### src/rtl/alu_seq_ctrl.sv
// alu_seq_ctrl: collects an A/B operand pair from a word stream, presents the
// registered operands and select to a combinational ALU, captures its result
// one cycle later and holds it until the downstream consumer takes it.
// A running count of consumed results wraps modulo 256.
module alu_seq_ctrl #(
  parameter int p_width = 6
) (
  input  logic                 i_w_clk,
  input  logic                 i_w_rst_n,
  input  logic [p_width:0]     i_w_data,
  input  logic                 i_w_valid,
  input  logic                 i_w_sel,
  output logic                 o_w_ready,
  input  logic                 i_w_clear,
  output logic [p_width:0]     o_w_a,
  output logic [p_width:0]     o_w_b,
  output logic                 o_w_sel,
  input  logic [2*p_width:0]   i_w_alu_out,
  output logic [2*p_width:0]   o_w_result,
  output logic                 o_w_result_valid,
  input  logic                 i_w_result_ready,
  output logic [7:0]           o_w_count
);

  typedef enum logic [1:0] {
    S_WAIT_A = 2'd0,
    S_WAIT_B = 2'd1,
    S_EXEC   = 2'd2,
    S_OUT    = 2'd3
  } state_t;

  state_t state, state_nxt;

  // Per-edge strobes; all forced low by clear so an abort never loads or counts.
  logic load_a;
  logic load_b;
  logic capture;
  logic consume;

  // Next-state, ready and transfer strobes; clear overrides every handshake.
  always_comb begin
    state_nxt = state;
    o_w_ready = 1'b0;
    load_a    = 1'b0;
    load_b    = 1'b0;
    capture   = 1'b0;
    consume   = 1'b0;
    case (state)
      S_WAIT_A: begin
        o_w_ready = 1'b1;
        if (i_w_valid) begin
          load_a    = 1'b1;
          state_nxt = S_WAIT_B;
        end
      end
      S_WAIT_B: begin
        o_w_ready = 1'b1;
        if (i_w_valid) begin
          load_b    = 1'b1;
          state_nxt = S_EXEC;
        end
      end
      S_EXEC: begin
        capture   = 1'b1;
        state_nxt = S_OUT;
      end
      S_OUT: begin
        if (i_w_result_ready) begin
          consume   = 1'b1;
          state_nxt = S_WAIT_A;
        end
      end
      default: state_nxt = S_WAIT_A;
    endcase
    if (i_w_clear) begin
      load_a    = 1'b0;
      load_b    = 1'b0;
      capture   = 1'b0;
      consume   = 1'b0;
      state_nxt = S_WAIT_A;
    end
  end

  // State register.
  always_ff @(posedge i_w_clk or negedge i_w_rst_n) begin
    if (!i_w_rst_n) begin
      state <= S_WAIT_A;
    end else begin
      state <= state_nxt;
    end
  end

  // Operand registers: written only on their own transfer, held otherwise.
  always_ff @(posedge i_w_clk or negedge i_w_rst_n) begin
    if (!i_w_rst_n) begin
      o_w_a   <= '0;
      o_w_b   <= '0;
      o_w_sel <= 1'b0;
    end else begin
      if (load_a) begin
        o_w_a <= i_w_data;
      end
      if (load_b) begin
        o_w_b   <= i_w_data;
        o_w_sel <= i_w_sel;
      end
    end
  end

  // Result capture and valid flag; the result word outlives its valid flag.
  always_ff @(posedge i_w_clk or negedge i_w_rst_n) begin
    if (!i_w_rst_n) begin
      o_w_result       <= '0;
      o_w_result_valid <= 1'b0;
    end else begin
      if (capture) begin
        o_w_result <= i_w_alu_out;
      end
      if (i_w_clear || consume) begin
        o_w_result_valid <= 1'b0;
      end else if (capture) begin
        o_w_result_valid <= 1'b1;
      end
    end
  end

  // Consumed-result counter, free-running wrap at 256.
  always_ff @(posedge i_w_clk or negedge i_w_rst_n) begin
    if (!i_w_rst_n) begin
      o_w_count <= 8'd0;
    end else if (consume) begin
      o_w_count <= o_w_count + 8'd1;
    end
  end

endmodule

### config.mk
export PLATFORM = sky130hd
export DESIGN_NAME = alu_seq_ctrl
export DESIGN_NICKNAME = d
export VERILOG_FILES = /design/src/rtl/alu_seq_ctrl.sv
export SDC_FILE = /design/constraint.sdc
export NUM_CORES = 1
export LEC_CHECK = 0
export BUFFER_PORTS_ARGS = -buffer_cell sky130_fd_sc_hd__buf_4
export CORE_ASPECT_RATIO = 1.2
export CORE_MARGIN = 2
export CORE_UTILIZATION = 47
export CTS_CLUSTER_SIZE = 40
export DETAILED_ROUTE_END_ITERATION = 8
export GPL_ROUTABILITY_DRIVEN = 0
export MAX_ROUTING_LAYER = met4
export PLACE_DENSITY = 0.78
export SYNTH_ARGS = -nofsm -noshare
export SYNTH_HDL_FRONTEND = slang
export SYNTH_SLANG_ARGS = --single-unit
### constraint.sdc
create_clock -name i_w_clk -period 1.81 [get_ports i_w_clk]
set_clock_uncertainty 0.2 [all_clocks]
set_input_delay 0.0905 -clock i_w_clk [delete_from_list [all_inputs] [get_ports i_w_clk]]
set_output_delay 0.0905 -clock i_w_clk [all_outputs]
set_load 0.02 [all_outputs]
# Word level (Yosys, flattened, before mapping)
# Cells that the tools add are included.
# totals
regBits	39
word_cells	37
# op_classes
mux	18
n_eq_ne	6
reduce_logical	5
addsub	1
# op_table
op	count
$mux 1	13
$ne 3x3->1 const B	3
$add 8x1->8 const B	1
$mux 2	4
$pmux 2 s4	1
$eq 2x2->1 const B	2
$reduce_and 3->1	1
$eq 2x1->1 const B	1
$logic_not 2->1	1
$reduce_bool 2->1	1
$reduce_or 2->1	1
$logic_or 1x1->1	1

# Logic depth before layout (Yosys ltp)
# depth
depth_word	5
mapped_depth	5

# Least setup slack after synthesis
# Ideal clock, no wire load.
# synth_timing
path_type	reg2reg
from	register state[0]
to	register o_w_result[10]
required_time_ps	1485
path_stages_with_launch	6
setup_slack_ps	151
t_arrival_ps	1334
setup_time_ps	125
path_cell_list	dfrtp_1 inv_1 ha_1 nor2b_2 buf_6 mux2_2
# synth_via
elab_chain_cells	3
# synth_rtl
element	line	text
from (decl)	32	state_t state, state_nxt;
from (signal assigned)	89	state <= state_nxt;
$eq 2x2->1	48	case (state)
$mux 1	48	
$mux 1	75	if (i_w_clear) begin
to (signal assigned)	117	o_w_result <= i_w_alu_out;
to (decl)	19	output logic [2*p_width:0] o_w_result,
# No other way between the ends.
# A chain may end at the register's enable or synchronous reset.

# Final worst setup path
# layout_timing
from	register state[0]
to	output port o_w_ready
# layout_via
elab_chain_cells	3
elab_cells_between_ends	4
cone_classes	eq/ne (1); mux (1); reduce/logical (2)
# layout_rtl
element	line	text
$eq 2x1->1 / $logic_not 2->1 (equally long branches)	48	
$reduce_or 2->1 (no line) (*)	-	
$mux 1 (*)	48	
to (decl)	13	output logic o_w_ready,
# Mark *: on every way between the ends. The rest lies on a longest branch, timed or not.

==> qor.csv <==
stage,metric,value,unit
status,status,finished clean,
sta,finalHoldViolations,0,
clock_tree,cts_tree,yes,
hold_path,min_path_type,input port to flop,
worst_setup_path,r2r_cells,5,
logic_synthesis,yosysSeqAreaShare,59.8,%
global_route,globalRouteOverflowTotal,0,
die,core-area,3340,sq um
hold_path,holdCritStartpoint,i_w_valid,
clock_tree,htree_levels,2,
placed_design,io_buffers,63,
logic_synthesis,postSynthCellCount,110,
die,row_count,23,
sta,slew_violations,0,
logic_synthesis,syn_nets,141,
logic_synthesis,syn_area_per_cell,14.8,sq um
cells_and_area,nets,236,
worst_setup_path,worstPathArrival,1.46,ns
routing,dr.pass1.iters,4,
routing,vias,1251,
global_route,grt_max_degree,40,
flow_run,cap_violations,0,
logic_synthesis,synth_edf_count,0,
sta,rsz0062_at_grt,false,
worst_setup_path,worstPathMaxFanout,4,
logic_synthesis,yosysTopAreaCell,dfrtp_1,
placed_design,pre_cts_ws,0.0742,ns
die,ios,64,
logic_synthesis,syn_area,1630,sq um
clock_tree,clock_latency,0.28,ns
clock_tree,cts_buffers,5,
sta,max_freq,0.573,GHz
cells_and_area,drive_above_1_share,53.4,%
power_and_ir_drop,p_leak,0.00127,uW
routing,drtIter0Drc,18,
die,start_util,48.9,%
logic_synthesis,ys_ff_latch,39,
sta,layout_setup_ws,0.0642,ns
worst_setup_path,crit_type,flop to output port,
logic_synthesis,synth_top_area_share,59.8,%
worst_setup_path,rr_startpoint,state[0],
sta,relSlewSlack,67.5,%
power_and_ir_drop,power,4000,uW
clock_tree,clk_pin_slew,0.07,ns
global_route,grt_pass1_vias,1306,
worst_setup_path,cp-startpoint,state[0],
global_route,track_usage,21.1,%
worst_setup_path,crit_path_start_kind,flop,
routing,routed_wl,3.85,mm
logic_synthesis,synthFlopType,dfrtp_1,
worst_setup_path,cp.required,1.52,ns
placed_design,placed_cell_area,2160,sq um
die,die_w,57.8,um
routing,avgRoutedWirePerCell,15.8,um
hold_path,whs_path_depth,3,
sta,fin_hold_ws,0.0238,ns
placed_design,dpl.hpwl,2.56,mm
logic_synthesis,netlist_top_cells_area,"dfrtp_1 (60%), mux2_2 (19%), ha_1 (3.8%), xor2_1 (2.7%), nand4b_4 (1.5%)",
sta,tightest_slew,0.488,ns
logic_synthesis,ys_warn_count,0,
routing,vias_per_cell,5.15,
sta,final.period_utilization,96.5,%
logic_synthesis,synth.distinct_cells,24,
global_route,grt_pass1_wl,6.00,mm
sta,layout_min_cycle_time,1.75,ns
sta,setup_viol,0,
sta,setup-tns-final,0,ns
logic_synthesis,synth_most_common_cell,dfrtp_1,
power_and_ir_drop,ir_worst_vdd,1.15,mV
cells_and_area,final_design_area_no_fill,2530,sq um
routing,drc,0,
cells_and_area,syn2layout_area_growth,54.7,%
routing,ant_nets,0,
die,die_h,68.6,um
clock_tree,clock-root-buffer,clkbuf_8,
worst_setup_path,crit_path_end_kind,output port,
die,dieArea,3960,sq um
clock_tree,post_cts_resize_count,0,
clock_tree,cts_max_path_buffers,2,
clock_tree,clock-sinks,39,
logic_synthesis,netlist_top_cells_count,"dfrtp_1 (39), mux2_2 (28), ha_1 (5), xor2_1 (5)",
global_route,antenna_found_initial,0,
cells_and_area,n_antenna_cell,0,
power_and_ir_drop,power_density,1580,nW/um^2
logic_synthesis,async_reset_ff_share,100,%
[cell usage in the layout, fill, tap and decap left out, types with 2 or more instances in the layout]
cell type      netlist  layout
a21oi_1              2       2
inv_1                2       2
mux2_2              28      28
clkbuf_8             0       6
ha_1                 5       5
nor2b_2              2       2
nand2_1              4       4
dfrtp_1             39      39
nor2_1               4       4
nand2_2              2       2
nor3_2               2       2
xnor2_1              2       2
dlygate4sd3_1        0      24
nand4_1              2       2
xor2_1               5       5
buf_4                0      64
[area by class of cell]
| cell class | count | area [sq um] |
|---|---|---|
| Clock buffer | 6 | 82.6 |
| Clock inverter | 2 | 35.0 |
| Fill cell | 229 | 812 |
| Inverter | 2 | 7.51 |
| Multi-Input combinational cell | 68 | 638 |
| Sequential cell | 39 | 976 |
| Tap cell | 37 | 46.3 |
| Timing Repair Buffer | 89 | 741 |
[stage by stage]
stage | instances | util [%]
floorplan | 110 | -
global placement | 210 | 64.7
global route | 243 | 75.7
detailed placement | 210 | 64.7
CTS | 242 | 75.4
finish | 243 | 75.7
[where the power goes]
group / switching, uW / internal [uW] / total (uW)
registers: 219 / 1230 / 1450
clock network: 295 / 446 / 740
logic: 905 / 908 / 1810
[worst paths after layout]
check	end	slack, ns
setup / recovery	o_w_ready	0.06
hold / removal	state[0]	0.02
setup reg to reg	state[0]	0.08
hold reg to reg	o_w_count[7]	0.29
max in group asynchronous	o_w_result[9]	0.97
min in group asynchronous	o_w_count[4]	0.10
[cell families after synthesis]
logic type	share of synthesized area, %
mux	20.2
fa+ha+maj	3.83
compound gates	2.53
buf+inv	1.15
simple gates	8.74
flops	59.8
xor+xnor	3.75
[timing repair]
action | in CTS | in global routing
hold endpoints to repair | 70 | 0
hold buffers | 24 | 0
buffers inserted | 0 | 1
endpoints found under the setup margin | 0 | 2
[critical path, stage by stage (launching register included)]
cell and delay (ns):
dfrtp_1 0.38, inv_1 0.08, ha_1 0.25, or2_2 0.31, buf_4 0.16
[registers in the layout, summed over array words and instances (netlist names)]
| name | flops |
|---|---|
| o_w_result | 13 |
| o_w_count | 8 |
| o_w_a | 7 |
| o_w_b | 7 |
| state | 2 |
| o_w_result_valid | 1 |
| o_w_sel | 1 |
[routing by layer]
| layer | GRT usage [%] | wire, um | part of all wire (%) |
|---|---|---|---|
| met4 | 8.72 | 53 | 1.4 |
| met1 | 22.0 | 1390 | 36 |
| met2 | 39.2 | 2180 | 57 |
| met3 | 4.10 | 222 | 5.8 |
| met5 | - | 0 | 0 |
Note: power is estimated with default switching activity, not from simulation.
